<file path="config.mk">
export PLATFORM = sky130hd
export DESIGN_NAME = lockstep_stagger
export DESIGN_NICKNAME = d
export VERILOG_FILES = /design/src/rtl/lockstep_stagger.sv
export SDC_FILE = /design/constraint.sdc
export NUM_CORES = 2
export LEC_CHECK = 0
export BUFFER_PORTS_ARGS = -buffer_cell sky130_fd_sc_hd__clkbuf_2
export CAP_MARGIN = 20
export CORE_AREA = 3 3 561 563
export CTS_CLUSTER_SIZE = 12
export DETAILED_ROUTE_END_ITERATION = 6
export DIE_AREA = 0 0 564 566
export HOLD_SLACK_MARGIN = 0.05
export PLACE_DENSITY = 0.44
export SLEW_MARGIN = 20
export SYNTH_ARGS = -nofsm -noshare
export SYNTH_HDL_FRONTEND = slang
export SYNTH_SLANG_ARGS = --single-unit
export TNS_END_PERCENT = 50
</file>
<file path="constraint.sdc">
create_clock -name clk_i -period 4.6 [get_ports clk_i]
set_input_delay 0.23 -clock clk_i [delete_from_list [all_inputs] [get_ports clk_i]]
set_output_delay 0.23 -clock clk_i [all_outputs]
set_load 0.005 [all_outputs]
</file>
<file path="src/rtl/lockstep_stagger.sv">
// Staggered-lockstep unit: one leader hart drives the OBI bus, follower harts
// replay the leader's responses, interrupts and debug requests after
// rank*NCYCLES cycles and have their own requests checked against the
// leader's delayed request stream.

package lockstep_stagger_pkg;

    typedef struct packed {
        logic        req;
        logic        we;
        logic [3:0]  be;
        logic [31:0] addr;
        logic [31:0] wdata;
    } obi_req_t;

    typedef struct packed {
        logic        gnt;
        logic        rvalid;
        logic [31:0] rdata;
    } obi_resp_t;

endpackage

module lockstep_stagger
    import lockstep_stagger_pkg::*;
#(
    parameter int NHARTS  = 3,
    parameter int NCYCLES = 2,
    parameter int LW      = $clog2(NHARTS)
) (
    input  logic              clk_i,
    input  logic              rst_ni,
    input  logic              enable_i,
    input  logic [LW-1:0]     leader_i,
    input  logic              clear_i,

    input  obi_req_t          core_instr_req_i  [NHARTS],
    output obi_req_t          core_instr_req_o  [NHARTS],
    input  obi_resp_t         core_instr_resp_i [NHARTS],
    output obi_resp_t         core_instr_resp_o [NHARTS],

    input  obi_req_t          core_data_req_i   [NHARTS],
    output obi_req_t          core_data_req_o   [NHARTS],
    input  obi_resp_t         core_data_resp_i  [NHARTS],
    output obi_resp_t         core_data_resp_o  [NHARTS],

    input  logic [31:0]       intr_i            [NHARTS],
    output logic [31:0]       intr_o            [NHARTS],
    input  logic [NHARTS-1:0] debug_i,
    output logic [NHARTS-1:0] debug_o,

    output logic [NHARTS-1:0] mismatch_o,
    output logic              mismatch_any_o
);

    // Deepest tap needed: the highest-ranked follower.
    localparam int DMAX = (NHARTS - 1) * NCYCLES;

    // One snapshot of the leader's port activity on a single channel.
    typedef struct packed {
        logic        hs;
        logic        we;
        logic [3:0]  be;
        logic [31:0] addr;
        logic [31:0] wdata;
        logic        gnt;
        logic        rvalid;
        logic [31:0] rdata;
    } dl_entry_t;

    // One snapshot of the leader's interrupt and debug lines.
    typedef struct packed {
        logic [31:0] intr;
        logic        debug;
    } irq_entry_t;

    // ------------------------------------------------------------------
    // Helpers
    // ------------------------------------------------------------------

    // Capture the leader's request/response pair as a delay-line entry.
    function automatic dl_entry_t make_entry(input obi_req_t rq, input obi_resp_t rs);
        dl_entry_t e;
        e.hs     = rq.req & rs.gnt;
        e.we     = rq.we;
        e.be     = rq.be;
        e.addr   = rq.addr;
        e.wdata  = rq.wdata;
        e.gnt    = rs.gnt;
        e.rvalid = rs.rvalid;
        e.rdata  = rs.rdata;
        return e;
    endfunction

    // Response seen by a follower core: the replayed part of a tap.
    function automatic obi_resp_t tap_resp(input dl_entry_t e);
        obi_resp_t r;
        r.gnt    = e.gnt;
        r.rvalid = e.rvalid;
        r.rdata  = e.rdata;
        return r;
    endfunction

    // Divergence of a follower's request against the leader's delayed one.
    // A follower request without any delayed leader handshake or grant is
    // treated as spurious.
    function automatic logic chan_err(input dl_entry_t t, input obi_req_t f);
        logic diverge;
        logic spurious;
        diverge  = !f.req
                 || (f.addr != t.addr)
                 || (f.we   != t.we)
                 || (f.be   != t.be)
                 || (t.we && (f.wdata != t.wdata));
        spurious = f.req && !t.hs && !t.gnt;
        return (t.hs && diverge) || spurious;
    endfunction

    // Rank of hart idx relative to the leader: (idx - lead) mod NHARTS.
    function automatic logic [LW-1:0] rank_of(input int idx, input logic [LW-1:0] lead);
        int d;
        d = idx - int'(lead);
        if (d < 0) begin
            d = d + NHARTS;
        end
        return LW'(d);
    endfunction

    // ------------------------------------------------------------------
    // Mode and leader registers
    // ------------------------------------------------------------------

    logic          enable_q;
    logic [LW-1:0] leader_q;
    logic          enable_rise;
    logic          dl_run;

    assign enable_rise = enable_i & ~enable_q;
    // Lines only shift while lockstep is active and stays active; a falling
    // enable_i or bypass mode loads zeros so stale replies are dropped.
    assign dl_run      = enable_q & enable_i;

    // Track the mode and latch the leader only when lockstep is entered.
    always_ff @(posedge clk_i or negedge rst_ni) begin
        if (!rst_ni) begin
            enable_q <= 1'b0;
            leader_q <= '0;
        end else begin
            enable_q <= enable_i;
            if (enable_rise) begin
                // An out-of-range leader index falls back to hart 0.
                leader_q <= (int'(leader_i) < NHARTS) ? leader_i : '0;
            end
        end
    end

    // ------------------------------------------------------------------
    // Delay lines, stage k holds what the leader did k cycles ago
    // ------------------------------------------------------------------

    obi_req_t   lead_ireq;
    obi_resp_t  lead_iresp;
    obi_req_t   lead_dreq;
    obi_resp_t  lead_dresp;
    irq_entry_t lead_irq;

    assign lead_ireq      = core_instr_req_i[leader_q];
    assign lead_iresp     = core_instr_resp_i[leader_q];
    assign lead_dreq      = core_data_req_i[leader_q];
    assign lead_dresp     = core_data_resp_i[leader_q];
    assign lead_irq.intr  = intr_i[leader_q];
    assign lead_irq.debug = debug_i[leader_q];

    dl_entry_t  instr_dl_q [1:DMAX];
    dl_entry_t  data_dl_q  [1:DMAX];
    irq_entry_t irq_dl_q   [1:DMAX];

    // Shift the leader's activity through all three lines, or flush them.
    always_ff @(posedge clk_i or negedge rst_ni) begin
        if (!rst_ni) begin
            for (int k = 1; k <= DMAX; k++) begin
                instr_dl_q[k] <= '0;
                data_dl_q[k]  <= '0;
                irq_dl_q[k]   <= '0;
            end
        end else if (!dl_run) begin
            for (int k = 1; k <= DMAX; k++) begin
                instr_dl_q[k] <= '0;
                data_dl_q[k]  <= '0;
                irq_dl_q[k]   <= '0;
            end
        end else begin
            instr_dl_q[1] <= make_entry(lead_ireq, lead_iresp);
            data_dl_q[1]  <= make_entry(lead_dreq, lead_dresp);
            irq_dl_q[1]   <= lead_irq;
            for (int k = 2; k <= DMAX; k++) begin
                instr_dl_q[k] <= instr_dl_q[k-1];
                data_dl_q[k]  <= data_dl_q[k-1];
                irq_dl_q[k]   <= irq_dl_q[k-1];
            end
        end
    end

    // ------------------------------------------------------------------
    // Per-rank taps: rank r reads stage r*NCYCLES; rank 0 never uses one
    // ------------------------------------------------------------------

    dl_entry_t  instr_tap [NHARTS];
    dl_entry_t  data_tap  [NHARTS];
    irq_entry_t irq_tap   [NHARTS];

    assign instr_tap[0] = '0;
    assign data_tap[0]  = '0;
    assign irq_tap[0]   = '0;

    genvar gi;
    for (gi = 1; gi < NHARTS; gi++) begin : g_tap
        assign instr_tap[gi] = instr_dl_q[gi*NCYCLES];
        assign data_tap[gi]  = data_dl_q[gi*NCYCLES];
        assign irq_tap[gi]   = irq_dl_q[gi*NCYCLES];
    end

    // ------------------------------------------------------------------
    // Per-hart routing and divergence check
    // ------------------------------------------------------------------

    logic [NHARTS-1:0] err;

    for (gi = 0; gi < NHARTS; gi++) begin : g_hart
        logic [LW-1:0] rank;
        logic          follower;
        dl_entry_t     itap;
        dl_entry_t     dtap;
        irq_entry_t    qtap;

        assign rank     = rank_of(gi, leader_q);
        assign follower = enable_q && (rank != '0);
        assign itap     = instr_tap[rank];
        assign dtap     = data_tap[rank];
        assign qtap     = irq_tap[rank];

        // Followers are cut off from the bus and fed from their tap; the
        // leader and every hart in bypass pass straight through.
        assign core_instr_req_o[gi]  = follower ? '0               : core_instr_req_i[gi];
        assign core_data_req_o[gi]   = follower ? '0               : core_data_req_i[gi];
        assign core_instr_resp_o[gi] = follower ? tap_resp(itap)   : core_instr_resp_i[gi];
        assign core_data_resp_o[gi]  = follower ? tap_resp(dtap)   : core_data_resp_i[gi];
        assign intr_o[gi]            = follower ? qtap.intr        : intr_i[gi];
        assign debug_o[gi]           = follower ? qtap.debug       : debug_i[gi];

        // Either channel diverging flags the hart; both at once flag it once.
        assign err[gi] = follower
                       && (chan_err(itap, core_instr_req_i[gi])
                           || chan_err(dtap, core_data_req_i[gi]));
    end

    // ------------------------------------------------------------------
    // Sticky mismatch flags
    // ------------------------------------------------------------------

    logic [NHARTS-1:0] mismatch_q;

    // Clear drops old flags, but a new error in the same cycle still sets.
    always_ff @(posedge clk_i or negedge rst_ni) begin
        if (!rst_ni) begin
            mismatch_q <= '0;
        end else begin
            mismatch_q <= (clear_i ? '0 : mismatch_q) | err;
        end
    end

    assign mismatch_o     = mismatch_q;
    assign mismatch_any_o = |mismatch_q;

endmodule

</file>
==> flow_metrics.tcl <==
set metrics [dict create \
    vias 55138 \
    grt_pass1_vias 54543 \
    syn_to_final_growth_pct 40.13 \
    max_freq_mhz 227.6 \
    yosysSeqAreaShare_pct 45.60 \
    rsz0062_at_grt "no" \
    initial_utilization_pct 17.21 \
    crit_path_cell_trace "inv_1 -> ha_4 -> nor2b_4 -> buf_12 -> buf_4 -> buf_4 -> a22oi_1 -> o21ai_0 -> clkbuf_2" \
    synth_top_area_share_pct 45.60 \
    min_path_type "primary input to flop" \
    clk_pin_slew_ps 80 \
    outcome "finished clean" \
    cpPeakStageDelay_ps 550 \
    finalClockSkew_ps 64.25 \
    postLayoutCoreUtil_pct 24.11 \
    grt_util_all_layers_pct 20.60 \
    synth_common_cells "dfrtp_1, and3_1, a22oi_1" \
    avgSynthCellArea_sq_um 9.138 \
    area.sequential_sq_um 24280 \
    nFillCells 33743 \
    p_clk_share_pct 40.3 \
    htreeDepth 3 \
    synth_top_area_cell "dfrtp_1" \
    p_sw_mw 8.482 \
    setup_viol 0 \
    die_h_microns 566 \
    antenna_left 0 \
    place.gp.congestion 0.9500 \
    vdd_ir_drop_max_mv 0.3032 \
    cts_buffers 125 \
    clock_path_buffers 4 \
    critPathSlowestCell "buf_4" \
    grt_busiest_layer "met2" \
    std_cell_rows 204 \
    drive_gt1_share_pct 24.34 \
    viasPerCell 4.695 \
    power.total_mw 25.68 \
    final_nets 8228 \
    cp_max_fo 42 \
    grt_use_met2_pct 32.82 \
    drv_cap 0 \
    async_flop_share_pct 100.0 \
    tightest_slew_ps 1273 \
    antenna_found_initial 87 \
    hold_violations 0 \
    met3_usage_pct 4.385 \
    drv_slew 0 \
    grt_max_degree 263 \
    yosysMostFrequentCell "dfrtp_1" \
    dieArea_sq_um 319200 \
    cts_tree "done" \
    cp_common_cell "buf_4" \
    cp-start-kind "flop" \
    clkSinkCount 970 \
    yosys_warnings 0 \
    wirelength_mm 344.0 \
    power.internal_mw 17.20 \
    core_area_sq_um 309400 \
    timing.final.crit_share_pct 95.53 \
    yosysUniqueCellTypes 66 \
    clockRootBuffer "clkbuf_16" \
    required_ps 4370 \
    clock_latency_ps 870 \
    wl_per_cell_microns 29.29 \
    worstSetupEndpointType "output port" \
    syn-cell-area_sq_um 53230 \
    ioPinCount 1456 \
    p_leak_nw 35.45 \
    comb_power_share_pct 25.2 \
    synthFlopType "dfrtp_1" \
    drt_first_pass_iters 6 \
    synth-edff-count 0 \
    synth_seq_cells 970 \
    multi_input_area_sq_um 26690 \
    power_frac_seq_pct 34.5 \
    dp_hpwl_mm 256.2 \
    power_density_nw_per_um2 344.3 \
    slew_headroom_pct 15.13 \
    swShare_pct 33.03 \
    syn_nets 6558 \
    post-route-min-period_ps 4394 \
    netlist_instances 5825 \
    arrival_ps 4160 \
    drc 0 \
    grt_pass1_wl_mm 466.4 \
    first_iter_violations 5646 \
    io_buffers 1455 \
    path_class "flop to output port" \
    synthTopCellsByArea "dfrtp_1, a22oi_1, and3_1" \
    die_w_microns 564 \
    grtUsageMet1_pct 27.40 \
    grt_overflow 0 \
]
## per-stage QoR
step | hold slack [ps] | cell area, sq um | worst slack (ps) | instances | setup TNS, ps
2_1_floorplan | -65.59 | 53230 | 817.4 | 5825 | 0
3_3_place_gp | 289.7 | 65190 | -227.4 | 10992 | -227.4
3_5_place_dp | 302.4 | 65210 | 265.5 | 10993 | 0
4_1_cts | 51.50 | 74480 | 1.265 | 11712 | 0
5_1_grt | 116.9 | 74540 | 16.97 | 11726 | 0
6_report | 120.4 | 74590 | 205.6 | 11744 | 0
## power by group through the flow
| stage | Clock, mW | Combinational (mW) | Sequential [mW] |
|---|---|---|---|
| 3_5_place_dp | 0 | 5.82 | 9.02 |
| 6_report | 10.3 | 6.47 | 8.87 |
| 4_1_cts | 10.7 | 6.52 | 8.87 |
| 5_1_grt | 11.0 | 6.93 | 8.88 |
| 3_3_place_gp | 0 | 5.81 | 9.02 |
| 2_1_floorplan | 0 | 2.54 | 8.95 |
## flip-flops by register name, summed over array words and instances, names as in the netlist
name,flops
data_dl_q,416
instr_dl_q,416
irq_dl_q,132
mismatch_o,3
leader_q,2
enable_q,1
## per-layer routing
metal,vias up,part of all wire (%)
li1,24025,-
met1,27865,43
met2,2753,46
met3,471,7.7
met4,24,3.7
met5,-,0.044
## cells in the final DEF (no fill, tap or decap), drive strengths merged, types with 7 or more instances in the layout
master          n
and3          717
xnor2         182
dlygate4sd3   494
nor3           10
nand2b         31
dfrtp         970
nor4           63
o21ai         338
buf           152
diode          32
clkinv         26
a22oi         661
bufinv         12
a31oi          17
a222oi          9
and2          421
nand4          57
a211oi          7
a21oi         273
nor2b          19
inv            68
nand3          24
nand2         335
clkbuf       1626
nor2          526
o32ai           7
mux2i         241
xor2          178
o22ai          27
o221ai          7
a2111oi         7
a221oi         13
## area by class of cell
| type | instances | share of cell area [%] |
|---|---|---|
| well taps | 4120 | 6.911 |
| flip-flops and latches | 970 | 32.56 |
| repair buffers | 2098 | 18.59 |
| clock buffers | 174 | 4.900 |
| multi-input cells | 4241 | 35.79 |
| inverters | 59 | 0.2969 |
| clock inverters | 50 | 0.8488 |
| diodes | 32 | 0.1074 |
## worst max-delay path, delay by kind of cell (launching register included)
kind | cells | cell delay, ps
fa+ha+maj | 1 | 310
flops | 1 | 540
buf+inv | 5 | 1680
simple gates | 1 | 190
compound gates | 2 | 450
## cell families after synthesis
logic type,Yosys count,share of synthesized area [%]
AND/OR/NAND/NOR,2225,22.11
AO/OA/AOI/OAI,1410,17.22
flip-flops,970,45.60
buffers and inverters,614,4.490
XOR/XNOR,360,5.923
multiplexers,242,4.553
adder cells (fa/ha/maj),4,0.09403
## worst paths after layout
| path | start | to | slack, ps | cells after the start |
|---|---|---|---|---|
| worst min register to register | data_dl_q[321] | data_dl_q[217] | 440 | 1 |
| worst min-delay path | core_instr_req_i[139] | instr_dl_q[415] | 120 | 3 |
| worst max-delay path | leader_q[0] | intr_o[45] | 210 | 9 |
| min in group asynchronous | rst_ni | data_dl_q[413] | 190 | 3 |
| max in group asynchronous | rst_ni | data_dl_q[10] | 3420 | 4 |
| worst max register to register | leader_q[0] | mismatch_o[1] | 230 | 12 |
## timing repair
item,4_1_cts,5_1_grt
gates resized for setup,1,3
hold endpoints to repair,576,0
setup buffers,0,0
hold buffers,495,0
setup endpoints to repair,13,4
No activity file was read; power rests on OpenSTA's default activity.
